**config.mk**
```make
export PLATFORM = sky130hd
export DESIGN_NAME = mux
export DESIGN_NICKNAME = d
export VERILOG_FILES = /design/src/rtl/mux_pkg.sv /design/src/rtl/mux_oreg.sv /design/src/rtl/mux.sv
export SDC_FILE = /design/constraint.sdc
export NUM_CORES = 1
export LEC_CHECK = 0
export ABC_AREA = 1
export CAP_MARGIN = 0
export CORE_AREA = 2 2 84 86
export CTS_BUF_LIST = sky130_fd_sc_hd__clkbuf_4 sky130_fd_sc_hd__clkbuf_8 sky130_fd_sc_hd__clkbuf_16
export DETAILED_ROUTE_END_ITERATION = 6
export DIE_AREA = 0 0 86 88
export DONT_BUFFER_PORTS = 1
export PLACE_DENSITY = 0.72
export SETUP_SLACK_MARGIN = 0.05
export SLEW_MARGIN = 20
export SYNTH_ARGS = -nofsm -noshare
export SYNTH_HDL_FRONTEND = slang
export SYNTH_SLANG_ARGS = --single-unit
```
**constraint.sdc**
```tcl
create_clock -name clk -period 3 [get_ports clk]
set_input_delay 0.45 -clock clk [delete_from_list [all_inputs] [get_ports clk]]
set_output_delay 0.45 -clock clk [all_outputs]
set_load 0.005 [all_outputs]
```
**src/rtl/mux_pkg.sv**
```systemverilog
// ============================================================================
// mux_pkg : shared widths, flit type codes and enable levels for the mux
// Revision 1.0
// ============================================================================
`default_nettype none

package mux_pkg;

  localparam int DATAW = 66;
  localparam int VCHW  = 2;
  localparam int PORTW = 5;

  // Flit type lives in the top two bits of a flit; the mux never decodes it.
  typedef enum logic [1:0] {
    TYPE_NONE = 2'b00,
    TYPE_HEAD = 2'b01,
    TYPE_DATA = 2'b10,
    TYPE_TAIL = 2'b11
  } flit_type_e;

  localparam logic ENABLE  = 1'b1;
  localparam logic DISABLE = 1'b0;

  function automatic logic [DATAW-1:0] make_flit(input flit_type_e ftype,
                                                 input logic [63:0] payload);
    return {ftype, payload};
  endfunction

endpackage

`default_nettype wire

```
**src/rtl/mux_oreg.sv**
```systemverilog
// ============================================================================
// mux_oreg : output register stage; valid always loads, data/vch on load enable
// Revision 1.0
// ============================================================================
`default_nettype none

module mux_oreg
  import mux_pkg::*;
#(
  parameter int DATAW = mux_pkg::DATAW,
  parameter int VCHW  = mux_pkg::VCHW
) (
  input  logic             clk,
  input  logic             rst,
  input  logic             load,
  input  logic             valid_d,
  input  logic [DATAW-1:0] data_d,
  input  logic [VCHW-1:0]  vch_d,
  output logic             valid_q,
  output logic [DATAW-1:0] data_q,
  output logic [VCHW-1:0]  vch_q
);

  always_ff @(posedge clk) begin
    if (rst) begin
      valid_q <= DISABLE;
      data_q  <= '0;
      vch_q   <= '0;
    end else begin
      valid_q <= valid_d;
      // Data and VC hold when nothing valid is selected to limit output toggling.
      if (load == ENABLE) begin
        data_q <= data_d;
        vch_q  <= vch_d;
      end
    end
  end

endmodule

`default_nettype wire

```
**src/rtl/mux.sv**
```systemverilog
// ============================================================================
// mux : two-port flit select with priority to port 0 and one registered stage
// Revision 1.0
// ============================================================================
`default_nettype none

module mux
  import mux_pkg::*;
#(
  parameter int DATAW = mux_pkg::DATAW,
  parameter int VCHW  = mux_pkg::VCHW,
  parameter int PORTW = mux_pkg::PORTW
) (
  input  logic             clk,
  input  logic             rst,
  input  logic [DATAW-1:0] idata_0,
  input  logic             ivalid_0,
  input  logic [VCHW-1:0]  ivch_0,
  input  logic [DATAW-1:0] idata_1,
  input  logic             ivalid_1,
  input  logic [VCHW-1:0]  ivch_1,
  input  logic [PORTW-1:0] sel,
  output logic [DATAW-1:0] odata,
  output logic             ovalid,
  output logic [VCHW-1:0]  ovch
);

  logic             sel_valid;
  logic [DATAW-1:0] sel_data;
  logic [VCHW-1:0]  sel_vch;
  logic             sel_load;

  // Select bits above port 1 belong to other router ports and are ignored here.
  logic unused_sel;
  assign unused_sel = ^sel[PORTW-1:2];

  always_comb begin
    sel_valid = DISABLE;
    sel_data  = idata_0;
    sel_vch   = ivch_0;
    if (sel[0]) begin
      sel_valid = ivalid_0;
      sel_data  = idata_0;
      sel_vch   = ivch_0;
    end else if (sel[1]) begin
      sel_valid = ivalid_1;
      sel_data  = idata_1;
      sel_vch   = ivch_1;
    end
    sel_load = sel_valid;
  end

  mux_oreg #(
    .DATAW (DATAW),
    .VCHW  (VCHW)
  ) u_oreg (
    .clk     (clk),
    .rst     (rst),
    .load    (sel_load),
    .valid_d (sel_valid),
    .data_d  (sel_data),
    .vch_d   (sel_vch),
    .valid_q (ovalid),
    .data_q  (odata),
    .vch_q   (ovch)
  );

endmodule

`default_nettype wire

```
Yosys cells after proc, flatten, opt, wreduce, memory -nomap -nowiden

Index checks and enable logic that the tools add are counted.

Muxes and demuxes: 6

Operators by type and width:

| operator | number |
|---|---|
| $mux 66  | 2 |
| $mux 2   | 2 |
| $mux 1   | 2 |

Flip-flop bits (word level): 69
Output and inout bits: 69

Depth between registers and ports, before layout

Gate-level depths: netlist of run 1.

Depth after elaboration: 2
Gate-level depth with buffers: 8
Mapped depth without buffers: 6

Hierarchy

Synthesis of run 1 repeated with hierarchy kept, for this count alone.

Cell total of the unflattened synthesis: 665
Area, all modules: 3841.2 µm²

Modules (own cells, without submodules):

| module   | times used | cells an instance | area an instance (µm²) | sequential area each (µm²) |
|---|---|---|---|---|
| mux_oreg | 1          | 434               | 2817.7                 | 1381.3 |
| mux      | 1          | 231               | 1023.5                 | 0.0 |

Worst setup path before layout of run 1

OpenSTA, ideal clock, no wires.

Path kind: in2reg
From: in sel[1]
To: reg u_oreg.data_q[51]
Arrival: 1221 ps
Data required time: 2889 ps
Path slack: 1668 ps
Stages: 8
Path through: buf_4 -> nand2_1 -> nor2_2 -> nor2_4 -> buf_4 -> buf_4 -> nor2_1 -> nor2_1

Word-level cells in the longest chain between the ends: 2

RTL lines:

| what                              | RTL line       | text |
|---|---|---|
| from (decl)                       | mux.sv:22      | `input logic [PORTW-1:0] sel,` |
| $mux 66 or $mux 1 (tied branches) | mux.sv:45      | `end else if (sel[1]) begin` |
| $mux 66 or $mux 1 (tied branches) | mux.sv:41      | `if (sel[0]) begin` |
| to (signal assigned)              | mux_oreg.sv:33 | `data_q <= data_d;` |
| to (decl)                         | mux_oreg.sv:20 | `output logic [DATAW-1:0] data_q,` |

Parallel ways exist; a longest one is shown, timed or not.
A chain may end at the register's enable or synchronous reset.

Final worst setup path of run 1

From: in sel[0]
To: reg u_oreg.data_q[58]

Word-level cells in the longest chain between the ends: 1

RTL lines:

| what                              | RTL line |
|---|---|
| $mux 66 or $mux 1 (tied branches) | mux.sv:41 |

Parallel ways exist; a longest one is shown, timed or not.

==> results of run 1 <==
-- flip-flops by register name, indices dropped and copies added, names as in the netlist --
signal / count
u_oreg.valid_q: 1
u_oreg.vch_q: 2
u_oreg.data_q: 66
-- kinds of logic (layout without fill, tap and decap cells) --
| kind of cell | count (synthesis) | after routing |
|---|---|---|
| and+or+nand+nor | 483 | 483 |
| buffers and inverters | 121 | 94 |
| DFF | 69 | 69 |
-- layout make-up --
cell class              instances  share of cell area
multi-input cells             483               0.502
clock inverters                 2             0.00251
inverters                      71              0.0667
well taps                      80              0.0251
flip-flops and latches         69               0.346
clock buffers                  13              0.0401
repair buffers                  8              0.0182
-- metrics by stage --
| stage | worst slack [ns] | cell area [µm²] | utilization | instances | power, µW |
|---|---|---|---|---|---|
| final | 1.47 | 4000 | 0.601 | 726 | 2080 |
| after detailed placement | 1.11 | 3820 | 0.576 | 711 | 1440 |
| after global placement | 1.14 | 3820 | 0.576 | 711 | 1430 |
| after CTS | 1.45 | 4000 | 0.601 | 726 | 2100 |
| after global routing | 1.31 | 4000 | 0.601 | 726 | 2210 |
| after floorplan | 1.67 | 3890 | - | 673 | 1380 |
-- path summary, 6_finish.rpt --
| kind | endpoint | slack [ns] | cells past startpoint |
|---|---|---|---|
| min | u_oreg.valid_q | 0.19 | 1 |
| min reg2reg | u_oreg.data_q[18] | 0.57 | 4 |
| max | u_oreg.data_q[58] | 1.47 | 6 |
| max reg2reg | u_oreg.data_q[61] | 2.25 | 4 |
-- placed cells by master (no fill, tap or decap) --
master	Yosys	final
buf_12	0	1
buf_4	6	7
clkbuf_4	0	3
clkbuf_8	0	10
clkinv_2	0	2
dfxtp_1	69	69
inv_1	68	68
inv_2	3	3
nand2_1	206	205
nand2_2	1	2
nand3_1	136	136
nand3_2	1	1
nor2_1	137	137
nor2_2	1	1
nor2_4	1	1
-- where the power goes --
| part | switching, µW | internal, µW | total, µW |
|---|---|---|---|
| sequential | 65.2 | 997 | 1060 |
| combinational | 219 | 135 | 354 |
| clock | 325 | 344 | 669 |
-- layer usage --
| metal | track usage | vias up | wire length, µm |
|---|---|---|---|
| li1 | - | 1979 | - |
| met1 | 0.284 | 1594 | 3810 |
| met2 | 0.434 | 153 | 4800 |
| met3 | 0.0707 | 17 | 907 |
| met4 | 0.105 | 0 | 216 |
| met5 | 0 | - | 0 |
==> results.sh, run 1 <==
export IMPL_drt_total_wl_um=9730
export IMPL_postCtsSetupRepairBufs=0
export IMPL_drtPass1Iterations=4
export IMPL_cp_slowest_cell="nand3_2"
export IMPL_die_w_um=86
export IMPL_crit_path_max_fanout=35
export IMPL_worstSetupPathType="in -> reg"
export IMPL_die_h_um=88
export IMPL_min_period_ns=1.53
export IMPL_hp_class="in -> reg"
export IMPL_clock_tree_root_cell="clkbuf_8"
export IMPL_tns_ns=0
export IMPL_insertedDiodeCount=0
export IMPL_rr_startpoint="u_oreg.data_q[61]"
export IMPL_h_tree_depth=3
export IMPL_synth_mux_area_frac=0
export IMPL_worstMarginPinSlew_ns=0.748
export IMPL_ff_latch_area_um2=1380
export IMPL_skew_ns=0
export IMPL_cp_required_ns=3.26
export IMPL_slew_headroom=0.501
export IMPL_grt_pass1_wl_um=15100
export IMPL_status="finished clean"
export IMPL_synth_common_cells="206 x nand2_1, 137 x nor2_1, 136 x nand3_1, 69 x dfxtp_1, 68 x inv_1"
export IMPL_synth_nets=818
export IMPL_synth_simple_area_share=0.515
export IMPL_cap_violations=0
export IMPL_synth_largest_area_cell="dfxtp_1"
export IMPL_slew_violations=0
export IMPL_cts_sinks=69
export IMPL_ys_top_cells_by_area="dfxtp_1 36%, nand2_1 20%, nand3_1 18%"
export IMPL_overflow=0
export IMPL_async_reset_ff_frac=0
export IMPL_avgViaCountPerCell=5.16
export IMPL_crit_path_start="sel[0]"
export IMPL_synthesis_area_um2=3890
export IMPL_synth_fa_ha_area_frac=0
export IMPL_place_port_buffers=0
export IMPL_ant_nets=0
export IMPL_wire_per_inst_um=13.4
export IMPL_synth_edf_count=0
export IMPL_drive_gt1_frac=0.0480
export IMPL_fin_worst_hold_slack_ns=0.190
export IMPL_min_delay_start="rst"
export IMPL_multi_input_area_um2=2000
export IMPL_period_share=0.510
export IMPL_syn_area_per_cell_um2=5.77
export IMPL_p_per_area_nw_per_um2=522
export IMPL_ctsResizeCount=0
export IMPL_finalNetCount=787
export IMPL_start_kind="primary input"
export IMPL_finalSetupViolations=0
export IMPL_cp_data_arrival_time_ns=1.79
export IMPL_die_area_um2=7570
export IMPL_yosys_area_share_xor_xnor=0
export IMPL_rsz0062_at_grt="no"
export IMPL_synth_warnings=0
export IMPL_p_leak_uw=0.00216
export IMPL_path_cells="inv_2, nand3_2, buf_12, nand3_1, nand2_1, nor2_1"
export IMPL_cp_slowest_stage_delay_ns=0.57
export IMPL_synth_compound_area_frac=0
export IMPL_syn_to_final_growth_pct=2.80
export IMPL_seq_area_frac_synth=0.355
export IMPL_initial_core_util=0.585
export IMPL_ys_flop_type="dfxtp_1"
export IMPL_synth_top_area_share=0.355
export IMPL_insertion_delay_ns=0.33
export IMPL_grt_max_degree=72
export IMPL_synth_top_family_by_area="simple AND/OR/NAND/NOR gates"
export IMPL_ys_types=14
export IMPL_dr_total_vias=3743
export IMPL_final_hold_viol_count=0
export IMPL_clkSlewWorstSetupHoldPaths_ns=0.07
export IMPL_fp_coreArea_um2=6640
export IMPL_fp_row_count=30
export IMPL_clock_path_buffers=2
export IMPL_irDropWorstVdd_mv=0.258
export IMPL_synth_seq_cells=69
export IMPL_ios=214
export IMPL_cts_buffers=9
export IMPL_end_kind="flip-flop"
export IMPL_track_usage=0.248
export IMPL_drt_initial_drc_count=255
export IMPL_final_fill_count=684
export IMPL_max_freq_mhz=653
export IMPL_antenna_found_initial=0
export IMPL_hpwl_um=6420
export IMPL_ctsHoldBuffers=0
export IMPL_grt_pass1_vias=3359
export IMPL_path_delay_family="simple AND/OR/NAND/NOR gates"
export IMPL_synth_most_common_cell="nand2_1"
export IMPL_finalWeightedCongestion=0.789
export IMPL_syn_inst=673
export IMPL_drc=0
export IMPL_path_buf_inv=2
export IMPL_cts_tree="built"
Note: power is estimated with default switching activity, not from simulation.
==> inputs of run 2 (changes only) <==
- CORE_AREA: 2 2 84 86 -> unset
- CORE_ASPECT_RATIO: unset -> 0.8
- CORE_MARGIN: unset -> 2
- CORE_UTILIZATION: unset -> 57
- DIE_AREA: 0 0 86 88 -> unset
- PLACE_DENSITY: 0.72 -> 0.73
- clock period: 3 -> 1.33 ns (I/O delays scaled with it)
==> run 2 against run 1 <==
Compared with the run above: sequential power increased by 130%; highest routed layer unchanged; clock power grew to 2.6 times the previous value; combinational power rose by 140%; sequential share of layout area decreased by 1.3 points; worst setup slack lost 1.1 ns; first-iteration DRC count down 42%.
==> results.sh, run 2 (synthesis gave the netlist of run 1 again) <==
export IMPL_die_w_um=96.3
export IMPL_wire_per_inst_um=13.0
export IMPL_tns_ns=0
export IMPL_h_tree_depth=3
export IMPL_syn_to_final_growth_pct=6.66
export IMPL_antenna_found_initial=0
export IMPL_cts_tree="built"
export IMPL_fp_row_count=26
export IMPL_end_kind="output pin"
export IMPL_cts_sinks=69
export IMPL_hold_depth=4
export IMPL_grt_busiest_layer="met2"
export IMPL_cts_buffers=9
export IMPL_use_met1=0.259
export IMPL_final_hold_viol_count=0
export IMPL_final_common_cell="nand2_1"
export IMPL_pwr_share_clk=0.347
export IMPL_track_usage=0.253
export IMPL_drc=0
export IMPL_grt_pass1_wl_um=15100
export IMPL_finalWeightedCongestion=0.775
export IMPL_insertedDiodeCount=0
export IMPL_period_share=0.701
export IMPL_ios=214
export IMPL_die_h_um=77.9
export IMPL_ctsResizeCount=0
export IMPL_max_freq_mhz=1070
export IMPL_place_port_buffers=0
export IMPL_comb_power_share=0.169
export IMPL_largestRegisters="u_oreg.data_q x66, u_oreg.vch_q x2, u_oreg.valid_q x1"
export IMPL_reg2reg_depth=4
export IMPL_clock_tree_root_cell="clkbuf_8"
export IMPL_die_area_um2=7500
export IMPL_slew_violations=0
export IMPL_p_int_uw=3500
export IMPL_cp_required_ns=1.13
export IMPL_initial_core_util=0.597
export IMPL_preCtsSetupSlack_ns=0.200
export IMPL_hp_class="in -> reg"
export IMPL_ant_nets=0
export IMPL_start_kind="flip-flop"
export IMPL_seqPwrFrac=0.483
export IMPL_irDropWorstVdd_mv=0.640
export IMPL_drive_gt1_frac=0.0552
export IMPL_clkSlewWorstSetupHoldPaths_ns=0.08
export IMPL_slew_headroom=0.767
export IMPL_drtPass1Iterations=5
export IMPL_worstSetupPathType="reg -> out"
export IMPL_regMostFlops="u_oreg.data_q"
export IMPL_postCtsSetupRepairBufs=0
export IMPL_cp_data_arrival_time_ns=0.73
export IMPL_rsz0062_at_grt="no"
export IMPL_p_per_area_nw_per_um2=1190
export IMPL_final_fill_count=612
export IMPL_p_sw_frac=0.293
export IMPL_fp_coreArea_um2=6510
export IMPL_hpwl_um=6580
export IMPL_status="finished clean"
export IMPL_drt_total_wl_um=9540
export IMPL_largest_reg_flops=66
export IMPL_finalNetCount=792
export IMPL_p_leak_uw=0.00223
export IMPL_crit_path_max_fanout=2
export IMPL_finalSetupViolations=0
export IMPL_skew_ns=0
export IMPL_use_met2=0.450
export IMPL_drt_initial_drc_count=149
export IMPL_worstMarginPinSlew_ns=0.349
export IMPL_min_period_ns=0.933
export IMPL_insertion_delay_ns=0.34
export IMPL_multi_input_area_um2=2000
export IMPL_crit_cells=0
export IMPL_clock_path_buffers=2
export IMPL_grt_pass1_vias=3490
export IMPL_dr_total_vias=3801
export IMPL_ctsHoldBuffers=1
export IMPL_layout_common_cells="205 x nand2_1, 137 x nor2_1, 136 x nand3_1"
export IMPL_overflow=0
export IMPL_power_switching_uw=1450
export IMPL_gr_usage_met3=0.110
export IMPL_cap_violations=0
export IMPL_grt_max_degree=72
export IMPL_avgViaCountPerCell=5.16
export IMPL_ff_latch_area_um2=1380
export IMPL_layout_setup_ws_ns=0.397
[run 2: routing by layer]
layer | part of all wire | up-vias
li1 | - | 1990
met1 | 0.39 | 1628
met2 | 0.48 | 162
met3 | 0.11 | 21
met4 | 0.023 | 0
met5 | 0 | -
[run 2: power groups by stage]
| stage | registers (µW) | logic [µW] | clock network [µW] |
|---|---|---|---|
| CTS | 2400 | 846 | 1760 |
| global route | 2420 | 988 | 1850 |
| global placement | 2440 | 816 | 0 |
| finish | 2390 | 839 | 1720 |
| floorplan | 2390 | 726 | 0 |
| detailed placement | 2440 | 839 | 0 |
[run 2: worst paths after layout]
check,startpoint,endpoint,slack (ns)
max,u_oreg.data_q[61],odata[61],0.40
min,idata_0[59],u_oreg.data_q[59],0.06
max reg2reg,u_oreg.data_q[17],u_oreg.data_q[17],0.61
min reg2reg,u_oreg.data_q[59],u_oreg.data_q[59],0.57
[run 2: stage by stage]
step           hold slack, ns  instances  area [µm²]  utilization  total power (µW)
6_report               0.0636        736        4150        0.637              4950
3_5_place_dp            0.275        719        3940        0.605              3280
5_1_grt                0.0631        736        4150        0.637              5250
3_3_place_gp            0.273        719        3940        0.605              3250
4_1_cts                0.0553        736        4150        0.637              5000
2_1_floorplan           0.272        673        3890            -              3120
[run 2: layout make-up]
cell class,count,area share
clock buffers,10,0.0332
clock inverters,6,0.0151
inverters,71,0.0643
multi-input cells,483,0.484
flip-flops and latches,69,0.333
well taps,84,0.0254
repair buffers,13,0.0453
==> inputs of run 3 (changes only) <==
- CORE_UTILIZATION: 57 -> 64
- PLACE_DENSITY: 0.73 -> 0.78
- clock period: 1.33 -> 0.9 ns (I/O delays scaled with it)
==> run 3 against run 2 <==
Compared with the run above: the run now ends with negative setup slack left; first-iteration DRC count decreased by 6.0%; utilization increased by 11 points; worst setup slack got worse by 0.40 ns; sequential cell count unchanged; non-clock buffer count increased by 18; clock power increased by 33%; combinational power increased by 62%; sequential power increased by 50%; hold slack got worse by 0.046 ns; critical path type unchanged; highest routed layer unchanged.
==> results.sh, run 3 (synthesis gave the netlist of run 1 again) <==
export IMPL_syn_to_final_growth_pct=13.4
export IMPL_fp_row_count=25
export IMPL_clkSlewWorstSetupHoldPaths_ns=0.07
export IMPL_cts_sinks=69
export IMPL_h_tree_depth=3
export IMPL_layout_common_cells="204 x nand2_1, 137 x nor2_1, 136 x nand3_1"
export IMPL_grt_pass1_wl_um=15500
export IMPL_drive_gt1_frac=0.163
export IMPL_min_period_ns=0.905
export IMPL_p_leak_uw=0.00233
export IMPL_track_usage=0.289
export IMPL_tns_ns=-0.00932
export IMPL_final_fill_count=495
export IMPL_cp_slowest_cell="dfxtp_2"
export IMPL_final_core_util=0.750
export IMPL_path_cells="buf_6"
export IMPL_finalSetupViolations=3
export IMPL_ant_nets=0
export IMPL_final_area_um2=4410
export IMPL_drt_total_wl_um=10000
export IMPL_cp_data_arrival_time_ns=0.77
export IMPL_finalNetCount=810
export IMPL_avgViaCountPerCell=5.30
export IMPL_worstMarginPinSlew_ns=0.291
export IMPL_hpwl_um=6950
export IMPL_final_common_cell="nand2_1"
export IMPL_drc=0
export IMPL_crit_path_max_fanout=2
export IMPL_fin_worst_hold_slack_ns=0.0179
export IMPL_regMostFlops="u_oreg.data_q"
export IMPL_dr_total_vias=3982
export IMPL_cts_tree="built"
export IMPL_cap_violations=0
export IMPL_overflow=0
export IMPL_grt_pass1_vias=3546
export IMPL_largestRegisters="u_oreg.data_q x66, u_oreg.vch_q x2, u_oreg.valid_q x1"
export IMPL_path_buf_inv=1
export IMPL_die_area_um2=6720
export IMPL_slew_headroom=0.806
export IMPL_finalWeightedCongestion=0.752
export IMPL_path_delay_family="flip-flops"
export IMPL_layout_setup_ws_ns=-0.00515
export IMPL_irDropWorstVdd_mv=1.08
export IMPL_grt_max_degree=72
export IMPL_antenna_found_initial=0
export IMPL_skew_ns=0
export IMPL_fp_coreArea_um2=5880
export IMPL_insertion_delay_ns=0.33
export IMPL_cp_slowest_stage_delay_ns=0.32
export IMPL_place_area_um2=4040
export IMPL_place_port_buffers=0
export IMPL_drt_initial_drc_count=140
export IMPL_die_w_um=91.1
export IMPL_largest_reg_flops=66
export IMPL_placed_cells=725
export IMPL_clock_path_buffers=2
export IMPL_clock_tree_root_cell="clkbuf_8"
export IMPL_worstSetupPathType="reg -> out"
export IMPL_drtPass1Iterations=5
export IMPL_wire_per_inst_um=13.4
export IMPL_violations="negative setup slack"
export IMPL_die_h_um=73.7
export IMPL_postCtsSetupRepairBufs=0
export IMPL_start_kind="flip-flop"
export IMPL_cts_buffers=9
export IMPL_p_per_area_nw_per_um2=1640
export IMPL_initial_core_util=0.661
export IMPL_end_kind="output pin"
export IMPL_insertedDiodeCount=0
export IMPL_ios=214
export IMPL_max_freq_mhz=1100
export IMPL_final_hold_viol_count=0
export IMPL_slew_violations=0
export IMPL_hp_class="in -> reg"
export IMPL_period_share=1.01
export IMPL_cp_required_ns=0.76
export IMPL_final_cells=751
export IMPL_rsz0062_at_grt="yes"
export IMPL_status="finished, violations left"
[run 3: cell count changes in the layout (fill, tap and decap cells not counted), moves of 2 or more]
cell / change
dfxtp_1: -63
dfxtp_2: +63
dlygate4sd3_1: +9
buf_4: +4
buf_6: +3
buf_12: +2
clkinv_4: -2
[run 3: power by group]
group          total [µW]  switching, µW  internal [µW]
Combinational        1360            776            583
Clock                2280           1110           1170
Sequential           3590            215           3370
[run 3: layout make-up]
type                       count  area, µm²  share of cell area
timing repair buffer          31        382              0.0866
sequential                    69       1460               0.331
tap                           81        101              0.0230
multi-input combinational    483       2020               0.458
clock inverter                 4       22.5             0.00511
inverter                      71        267              0.0605
clock buffer                  12        159              0.0360
[run 3: path summary, 6_finish.rpt]
path	start	to	slack [ns]	cells after the start
min reg2reg	u_oreg.data_q[61]	u_oreg.data_q[61]	0.55	4
max	u_oreg.data_q[62]	odata[62]	-0.005	1
max reg2reg	u_oreg.data_q[22]	u_oreg.data_q[22]	0.21	4
min	idata_0[43]	u_oreg.data_q[43]	0.02	4
[run 3: per-stage QoR]
step,total power (µW),setup slack (ns)
2_1_floorplan,4640,-0.0271
3_3_place_gp,4870,-0.0191
3_5_place_dp,4920,-0.0642
4_1_cts,7270,-0.0278
5_1_grt,7630,-0.0392
6_report,7230,-0.00515
[run 3: timing repair]
| item | in CTS | in global routing |
|---|---|---|
| gates cloned | 0 | 0 |
| hold buffers | 10 | 0 |
| pin swaps | 0 | 0 |
| setup endpoints to repair | 40 | 36 |
| endpoints found under the hold margin | 10 | 0 |
| resized for setup | 43 | 23 |
[run 3: layer usage]
layer  GRT usage  part of all wire
met1       0.311              0.38
met3       0.102             0.096
met2       0.523              0.50
met4       0.121             0.018
met5           0                 0
